===== src/rtl/opl3_pkg.sv =====
// Shared OPL3 types and constants: register-write transaction, host port sizing, status bit map.
// Latency: n/a (declarations only).
// Backpressure: n/a.
package opl3_pkg;

    localparam int REG_FILE_DATA_WIDTH = 8;
    localparam int REG_FILE_ADDR_WIDTH = 8;

    localparam int HOST_FIFO_DEPTH = 16;
    localparam int HOST_MIN_WR_GAP = 32;

    localparam int STATUS_IRQ_BIT  = 7;
    localparam int STATUS_FT1_BIT  = 6;
    localparam int STATUS_FT2_BIT  = 5;
    localparam int STATUS_OVF_BIT  = 4;
    localparam int STATUS_BUSY_BIT = 3;

    typedef struct packed {
        logic                           valid;
        logic                           bank_num;
        logic [REG_FILE_ADDR_WIDTH-1:0] address;
        logic [REG_FILE_DATA_WIDTH-1:0] data;
    } opl3_reg_wr_t;

    // Queued entries carry everything but valid, which only exists on the output register.
    localparam int HOST_FIFO_WIDTH = $bits(opl3_reg_wr_t) - 1;

endpackage


===== src/rtl/opl3_sync_fifo.sv =====
// Generic synchronous FIFO, power-of-2 depth, show-ahead read data.
// Latency: pushed word visible on pop_dat the edge after the push.
// Backpressure: push ignored when full unless a pop happens in the same cycle.
module opl3_sync_fifo #(
    parameter int WIDTH = 8,
    parameter int DEPTH = 16
) (
    input  logic                     clk,
    input  logic                     reset_n,
    input  logic                     push,
    input  logic [WIDTH-1:0]         push_dat,
    input  logic                     pop,
    output logic [WIDTH-1:0]         pop_dat,
    output logic                     full,
    output logic                     empty,
    output logic [$clog2(DEPTH):0]   count
);

    localparam int AW = $clog2(DEPTH);
    localparam logic [AW:0] DEPTH_CNT = (AW+1)'(DEPTH);

    logic [WIDTH-1:0] mem_q [DEPTH];
    logic [AW-1:0]    wr_ptr_q, wr_ptr_d;
    logic [AW-1:0]    rd_ptr_q, rd_ptr_d;
    logic [AW:0]      count_q, count_d;
    logic             do_push, do_pop;

    always_comb begin
        do_pop   = pop && (count_q != '0);
        do_push  = push && ((count_q != DEPTH_CNT) || do_pop);
        wr_ptr_d = wr_ptr_q;
        rd_ptr_d = rd_ptr_q;
        if (do_push) wr_ptr_d = wr_ptr_q + AW'(1);
        if (do_pop)  rd_ptr_d = rd_ptr_q + AW'(1);
        count_d  = count_q + (AW+1)'(do_push) - (AW+1)'(do_pop);
    end

    always_ff @(posedge clk) begin
        if (!reset_n) begin
            wr_ptr_q <= '0;
            rd_ptr_q <= '0;
            count_q  <= '0;
        end else begin
            wr_ptr_q <= wr_ptr_d;
            rd_ptr_q <= rd_ptr_d;
            count_q  <= count_d;
        end
    end

    always_ff @(posedge clk) begin
        if (do_push) mem_q[wr_ptr_q] <= push_dat;
    end

    assign pop_dat = mem_q[rd_ptr_q];
    assign full    = (count_q == DEPTH_CNT);
    assign empty   = (count_q == '0);
    assign count   = count_q;

endmodule


===== src/rtl/opl3_host_port.sv =====
// OPL3 four-port host interface: address/data ports per bank, paced register writes, status read.
// Latency: data write at edge N -> opl3_reg_wr.valid after edge N+1; bus_dout one edge after bus_rd.
// Backpressure: none toward the host; data writes into a full FIFO are dropped and set overflow.
module opl3_host_port
    import opl3_pkg::*;
#(
    parameter int FIFO_DEPTH = HOST_FIFO_DEPTH,
    parameter int MIN_WR_GAP = HOST_MIN_WR_GAP
) (
    input  logic                           clk,
    input  logic                           reset_n,
    input  logic                           bus_wr,
    input  logic                           bus_rd,
    input  logic [1:0]                     bus_addr,
    input  logic [REG_FILE_DATA_WIDTH-1:0] bus_din,
    output logic [REG_FILE_DATA_WIDTH-1:0] bus_dout,
    input  logic                           irq_in,
    input  logic                           ft1_in,
    input  logic                           ft2_in,
    output opl3_reg_wr_t                   opl3_reg_wr,
    output logic                           overflow,
    output logic                           busy
);

    localparam int CNT_W = $clog2(FIFO_DEPTH) + 1;
    localparam int GAP_W = (MIN_WR_GAP > 1) ? $clog2(MIN_WR_GAP) : 1;
    localparam logic [GAP_W-1:0] GAP_RELOAD = GAP_W'(MIN_WR_GAP - 1);

    logic [REG_FILE_ADDR_WIDTH-1:0] addr_q, addr_d;
    logic                           bank_q, bank_d;
    logic [GAP_W-1:0]               gap_q, gap_d;
    opl3_reg_wr_t                   out_q, out_d;
    logic [REG_FILE_DATA_WIDTH-1:0] dout_q, dout_d;
    logic [REG_FILE_DATA_WIDTH-1:0] status;
    logic                           overflow_q, overflow_d;

    logic                           addr_wr, data_wr, status_rd;
    logic                           fifo_push, fifo_pop, drop;
    logic                           fifo_full, fifo_empty;
    logic [CNT_W-1:0]               fifo_count;
    logic [HOST_FIFO_WIDTH-1:0]     fifo_din, fifo_dout;

    always_comb begin
        addr_wr   = bus_wr && !bus_addr[0];
        data_wr   = bus_wr && bus_addr[0];
        status_rd = bus_rd && (bus_addr == 2'b00);
        fifo_pop  = !fifo_empty && (gap_q == '0);
        fifo_push = data_wr && (!fifo_full || fifo_pop);
        drop      = data_wr && !fifo_push;
        // The bank always comes from the address latch; bus_addr[1] on a data write is ignored.
        fifo_din  = {bank_q, addr_q, bus_din};
    end

    opl3_sync_fifo #(
        .WIDTH (HOST_FIFO_WIDTH),
        .DEPTH (FIFO_DEPTH)
    ) u_fifo (
        .clk      (clk),
        .reset_n  (reset_n),
        .push     (fifo_push),
        .push_dat (fifo_din),
        .pop      (fifo_pop),
        .pop_dat  (fifo_dout),
        .full     (fifo_full),
        .empty    (fifo_empty),
        .count    (fifo_count)
    );

    assign busy = (fifo_count != '0) || out_q.valid;

    always_comb begin
        status                  = '0;
        status[STATUS_IRQ_BIT]  = irq_in;
        status[STATUS_FT1_BIT]  = ft1_in;
        status[STATUS_FT2_BIT]  = ft2_in;
        status[STATUS_OVF_BIT]  = overflow_q;
        status[STATUS_BUSY_BIT] = busy;
    end

    always_comb begin
        addr_d     = addr_q;
        bank_d     = bank_q;
        gap_d      = gap_q;
        out_d      = '0;
        dout_d     = dout_q;
        overflow_d = overflow_q;

        if (addr_wr) begin
            addr_d = REG_FILE_ADDR_WIDTH'(bus_din);
            bank_d = bus_addr[1];
        end

        if (fifo_pop) begin
            out_d = {1'b1, fifo_dout};
            gap_d = GAP_RELOAD;
        end else if (gap_q != '0) begin
            gap_d = gap_q - GAP_W'(1);
        end

        if (bus_rd) dout_d = status_rd ? status : '0;

        // A drop in the same cycle as a status read keeps the flag set.
        if (drop)           overflow_d = 1'b1;
        else if (status_rd) overflow_d = 1'b0;
    end

    always_ff @(posedge clk) begin
        if (!reset_n) begin
            addr_q     <= '0;
            bank_q     <= 1'b0;
            gap_q      <= '0;
            out_q      <= '0;
            dout_q     <= '0;
            overflow_q <= 1'b0;
        end else begin
            addr_q     <= addr_d;
            bank_q     <= bank_d;
            gap_q      <= gap_d;
            out_q      <= out_d;
            dout_q     <= dout_d;
            overflow_q <= overflow_d;
        end
    end

    assign opl3_reg_wr = out_q;
    assign bus_dout    = dout_q;
    assign overflow    = overflow_q;

endmodule


===== config.mk =====
export PLATFORM = sky130hd
export DESIGN_NAME = opl3_host_port
export DESIGN_NICKNAME = d
export VERILOG_FILES = /design/src/rtl/opl3_pkg.sv /design/src/rtl/opl3_sync_fifo.sv /design/src/rtl/opl3_host_port.sv
export SDC_FILE = /design/constraint.sdc
export NUM_CORES = 1
export LEC_CHECK = 0
export CORE_MARGIN = 5
export CORE_UTILIZATION = 30
export DETAILED_ROUTE_END_ITERATION = 8
export SLEW_MARGIN = 20
export SYNTH_ARGS = -nofsm -noshare
export SYNTH_HDL_FRONTEND = slang
export SYNTH_SLANG_ARGS = --single-unit

===== constraint.sdc =====
create_clock -name clk -period 3 [get_ports clk]
set_clock_uncertainty 0.15 [all_clocks]
set_input_delay 0.6 -clock clk [delete_from_list [all_inputs] [get_ports clk]]
set_output_delay 0.6 -clock clk [all_outputs]
set_load 0.05 [all_outputs]

==> results of run 1 <==
==> metal layers <==
metal / global-route usage / up-vias / part of all wire
met3: 0.0207 / 35 / 0.045
met5: 0 / - / 0
met1: 0.162 / 3273 / 0.46
met2: 0.185 / 132 / 0.48
met4: 0.0181 / 0 / 0.015
li1: - / 2779 / -
==> power by group <==
part	internal, mW	total (mW)	switching (mW)
logic	0.771	1.65	0.880
registers	5.08	5.23	0.150
clock network	2.19	3.80	1.61
==> cell families after synthesis <==
logic type	count (synthesis)	synth area share
AO/OA/AOI/OAI	45	0.0216
XOR/XNOR	6	0.00416
adder cells (fa/ha/maj)	14	0.0145
buffers and inverters	49	0.0192
flip-flops	327	0.734
multiplexers	104	0.152
other	1	0.000297
AND/OR/NAND/NOR	125	0.0541
==> timing repair <==
| item | CTS | global route |
|---|---|---|
| setup endpoints to repair | 2 | 1 |
| gates resized for setup | 4 | 7 |
| pin swaps | 0 | 3 |
==> path summary, 6_finish.rpt <==
kind                    from         endpoint  slack, ns  cells past startpoint
max          u_fifo.count[3]             busy       0.13                      6
min                 gap_q[4]         gap_q[4]       0.38                      2
max reg2reg         gap_q[0]  u_fifo.count[4]       0.21                     13
min reg2reg         gap_q[4]         gap_q[4]       0.38                      2
==> state kept, by name, summed over array words and instances, names as in the netlist, 4 cells and up, named ones only <==
signal           cells
u_fifo.mem_q       272
opl3_reg_wr         18
addr_q               8
bus_dout             5
gap_q                5
u_fifo.count         5
u_fifo.rd_ptr_q      4
u_fifo.wr_ptr_q      4
==> cell type report <==
type                       count  area, um^2
fill                        3815       26700
timing repair buffer          82         930
tap                          539         674
sequential                   327        9280
multi-input combinational    297        3180
clock buffer                  45         838
clock inverter                12         140
inverter                      14        60.1
==> layout by cell type, fill, tap and decap left out, types with 12 or more instances in the layout <==
master | synthesis | routed
nor2b_1 | 12 | 12
mux2i_1 | 19 | 19
edfxtp_1 | 272 | 272
o21ai_0 | 19 | 19
clkdlybuf4s50_1 | 0 | 40
dfxtp_1 | 55 | 52
mux4_2 | 68 | 68
nand2_1 | 51 | 51
clkbuf_16 | 0 | 31
buf_4 | 5 | 24
buf_12 | 0 | 17
mux2_2 | 17 | 17
clkbuf_1 | 15 | 13
==> worst max-delay path, stage by stage (launching register included) <==
cell,delay [ns]
dfxtp_1,0.32
inv_1,0.07
ha_1,0.16
nor4b_4,0.27
buf_4,0.23
nand2b_1,0.08
dlygate4sd2_1,0.43
==> results.md, run 1 <==
- Status: finished clean
- Unrepaired setup endpoints after global routing: yes
- Routability congestion estimate: 0.732
- Largest net degree at the start of global routing: 30
- Routed WL per cell: 20.1 um
- # IOs: 45
- Core ar.: ~0.042 mm^2
- Critical path endpoint category: output pin
- First-pass GRT wire length: 40,600 um
- Antenna viol nets, final: 0
- CP max FO: 7
- Timing-limited maximum frequency: 349 MHz
- Number of cell rows: 75
- Clk buf depth: 3
- Max-slew headroom: 0.568
- # diodes: 0
- Post-synthesis cell area: 0.0126 mm^2
- Synth warnings: 0
- Post-CTS Hold Buffers: 0
- Top post-synthesis cells by area: edfxtp_1 (65%), mux4_2 (12%), dfxtp_1 (8.7%), nand2_1 (1.5%), mux2_2 (1.5%)
- Seq cells post-synth: 327
- Register area share after synthesis: 0.734
- Final worst slack: approximately 0.13 ns
- Syn_area_per_cell: 18.8 um^2
- Final net count: 784
- Die area: between 0.04 and 0.05 mm^2
- Pre-antenna DRT Iters: 5
- Post-synth ARST share: 0
- Slew Viols, Final: 0
- Crit path time final: roughly 2.9 ns
- DP Area: 0.0141 mm^2
- Primary FF master, synth: edfxtp_1
- CP Data Arrival Time: 2.12 ns
- Initial DRC count: 435
- Final Util: 0.361
- Clk root buf: clkbuf_16
- Yosys cell types: 43
- # setup viols final: 0
- Slew at the pin closest to its max-slew limit: 0.645 ns
- Hpwl dp: approximately 16,000 um
- IO Port Bufs: 41
- Postcts setup bufs: 0
- CTS Buf Count: 31
- Cell count after synthesis: around 670
- Total track usage: 0.113
- Initial Utilization: 0.302
- Leading area contributor after synthesis: edfxtp_1
- DP Cell Count: ~1.3k
- Hold/Removal Path Class: reg -> reg
- Vias in the first global route: 6,487
- P&R area growth vs syn: 19.6%
- Final Instance Count excl. Fillers: 1,316
- Vias per cell: 4.73
- Die extent in x: 215 um
- EDFF count, synth: 272
- Area share of the largest cell type after synthesis: 0.647
- Clk sink count: around 330
- Crit path required time: 2.25 ns
- CTS clk-pin slew, worst paths: 0.06 ns
- Die Y-Extent: 215 um
- Startpoint Class: register
- Initial antenna violation count: 0
- VDD IR max: 0.373 mV
- Final Cycle Share: 0.955
- WHS: 0.375 ns
- Via count: 6,219
- Layout cells sized above 1: 0.242
- Finished Cell Area: approximately 0.015 mm^2
- CTS tree: done
- Commonest cells post-synth: edfxtp_1 (272), mux4_2 (68), dfxtp_1 (55)
- PnR Total Power: 10.7 mW
- Top-count cell post-synth: edfxtp_1
- H-tree depth: 1
- Pre-CTS setup slack: -0.0151 ns
- Maxcap violations: 0
- Gr ovfl total: 0
- Setup TNS: 0 ns
- Kind of critical path: reg -> out
- Clk_lat worst skew: approximately 0.56 ns
- DR DRC count: 0
- PwrDens: roughly 700 mW/mm^2
- Final wirelength: 26,500 um
- Endpoints failing hold: 0
- Leak pwr: 4.81 nW
No activity file was read; power rests on OpenSTA's default activity.
==> run 2: changes to the inputs <==
--- a/config.mk
+++ b/config.mk
@@ -8,6 +8,7 @@
 export CORE_MARGIN = 5
 export CORE_UTILIZATION = 30
 export DETAILED_ROUTE_END_ITERATION = 8
+export DONT_BUFFER_PORTS = 1
 export SLEW_MARGIN = 20
 export SYNTH_ARGS = -nofsm -noshare
 export SYNTH_HDL_FRONTEND = slang
==> run 2 against run 1 <==
Register-to-register slack hardly changed; non-clock buffer count is 40 lower; wire length is 0.12% higher; largest power group unchanged.
==> results.md, run 2 (synthesized netlist as in run 1, its figures left out) <==
- Total track usage: 0.116
- Status: finished clean
- CTS tree: done
- Slew Viols, Final: 0
- Hpwl dp: 15,100 um
- Vias in the first global route: 6,535
- Timing-limited maximum frequency: 357 MHz
- # diodes: 0
- Largest register FFs: 272
- Leak pwr: roughly 4.7 nW
- R2R Setup Slk: approximately 0.20 ns
- CP Data Arrival Time: slightly above 3 ns
- FF/Latch Area: 0.00928 mm^2
- Clk root buf: clkbuf_16
- Layout cells sized above 1: 0.265
- Clk_lat worst skew: approximately 0.52 ns
- Die area: about 0.046 mm^2
- Slew at the pin closest to its max-slew limit: about 0.77 ns
- Worst path bufs/invs: 3
- Antenna viol nets, final: 0
- Setup TNS: 0 ns
- Largest Register: u_fifo.mem_q
- Max-slew headroom: 0.487
- Pre-antenna DRT Iters: 4
- Reg2reg end: u_fifo.count[4]
- Worst-path cell chain: inv_2 -> ha_4 -> or4b_4 -> nor2_4 -> ha_1 -> inv_1 -> ha_2 -> inv_1 -> fa_2 -> nand2b_4 -> a21oi_2 -> o21ai_0 -> and3b_1
- IO Port Bufs: 0
- Via count: between 6k and 7k
- Initial Utilization: 0.302
- Clk buf depth: 3
- First-pass GRT wire length: ~41,000 um
- Largest net degree at the start of global routing: 41
- Hold/Removal Path Class: in -> reg
- Initial antenna violation count: 0
- Gr ovfl total: 0
- Final net count: 747
- Cell family with most CP delay: simple AND/OR/NAND/NOR gates
- Startpoint Class: register
- Most frequent cells in the layout: edfxtp_1 (272), mux4_2 (68), dfxtp_1 (52), nand2_1 (51), clkbuf_16 (35)
- DR DRC count: 0
- PwrDens: 737 mW/mm^2
- Multi-input logic area: 0.00317 mm^2
- CP most frequent cell: inv_1
- Routed WL per cell: 20.7 um
- Maxcap violations: 0
- CTS Buf Count: 34
- # IOs: 45
- Initial DRC count: 439
- PnR Total Power: 10.9 mW
- Worst Hold End: u_fifo.mem_q[14][1]
- Unrepaired setup endpoints after global routing: no
- CP max stage cell: or4b_4
- Number of cell rows: 75
- Crit path time final: 2.80 ns
- Final wirelength: 26,500 um
- Die Y-Extent: 215 um
- Hold path cells: 0
- H-tree depth: 2
- Total stage count of the critical path: 13
- Critical path endpoint category: register
- VDD IR max: about 0.37 mV
- FILL cells: just under 4k
- Kind of critical path: reg -> reg
- Reg2reg start: gap_q[1]
- Core ar.: 0.0418 mm^2
- Endpoints failing hold: 0
- Crit path required time: 3.25 ns
- Clk sink count: 327
- Reg2reg path depth: 13
- Commonest non-fill, non-tap cell in the layout: edfxtp_1
- CTS clk-pin slew, worst paths: 0.06 ns
- CP peak stage delay: 0.50 ns
- Final Cycle Share: 0.934
- Hold Crit Start: bus_din[1]
- Vias per cell: 4.74
- # setup viols final: 0
- Routability congestion estimate: 0.723
- P&R area growth vs syn: 16.9%
- Die extent in x: 215 um
- CP max FO: 4
run 2: cell count changes in the layout (fill, tap and decap cells not counted), sizes merged:
cell | previous run | this run
clkinv | 5 | 8
clkinvlp | 3 | 0
clkbuf | 45 | 50
buf | 41 | 40
bufinv | 3 | 2
dlygate4sd2 | 1 | 0
dlygate4sd3 | 0 | 2
clkdlybuf4s50 | 40 | 0
run 2: how the worst max path moves through the flow:
| stage | start | slack (ns) | endpoint |
|---|---|---|---|
| after floorplan | gap_q[0] | -0.27 | u_fifo.mem_q[5][0] |
| after global placement | gap_q[1] | 0.06 | u_fifo.count[4] |
| after detailed placement | gap_q[1] | 0.02 | u_fifo.count[4] |
| after CTS | gap_q[1] | 0.02 | u_fifo.count[4] |
| after global routing | gap_q[1] | 0.002 | u_fifo.count[4] |
| final | gap_q[1] | 0.20 | u_fifo.count[4] |
run 2: routing by layer:
layer | track usage | vias to the layer above | part of all wire
li1 | - | 2713 | -
met1 | 0.162 | 3162 | 0.46
met2 | 0.183 | 146 | 0.47
met3 | 0.0258 | 40 | 0.053
met4 | 0.0322 | 0 | 0.021
met5 | 0 | - | 0
run 2: final cells by class:
type,count,share of cell area
tap,539,0.0457
clock inverter,11,0.00730
clock buffer,50,0.0673
sequential,327,0.629
timing repair buffer,42,0.0319
multi-input combinational,297,0.215
inverter,14,0.00407
run 2: report_power, final:
group          internal, mW  switching [mW]
clock                  2.47            1.68
combinational         0.669           0.626
sequential             5.08           0.345
total                  8.22            2.66
run 2: repair_timing:
| action | in CTS | in global routing |
|---|---|---|
| endpoints found under the hold margin | 1 | 0 |
| buffers inserted | 0 | 0 |
| hold buffers | 2 | 0 |
| pin swaps | 0 | 1 |
| gates resized for setup | 2 | 7 |
| endpoints found under the setup margin | 1 | 1 |
run 2: through the flow:
stage	utilization	instances	area [um^2]	hold WS, ns	setup slack [ns]
2_1_floorplan	-	673	12600	0.324	-0.272
3_3_place_gp	0.326	1217	13600	0.340	0.0584
3_5_place_dp	0.326	1217	13600	0.361	0.0155
4_1_cts	0.353	1280	14700	0.00349	0.0156
5_1_grt	0.353	1280	14700	0.00138	0.00187
6_report	0.353	1280	14700	0.0295	0.199
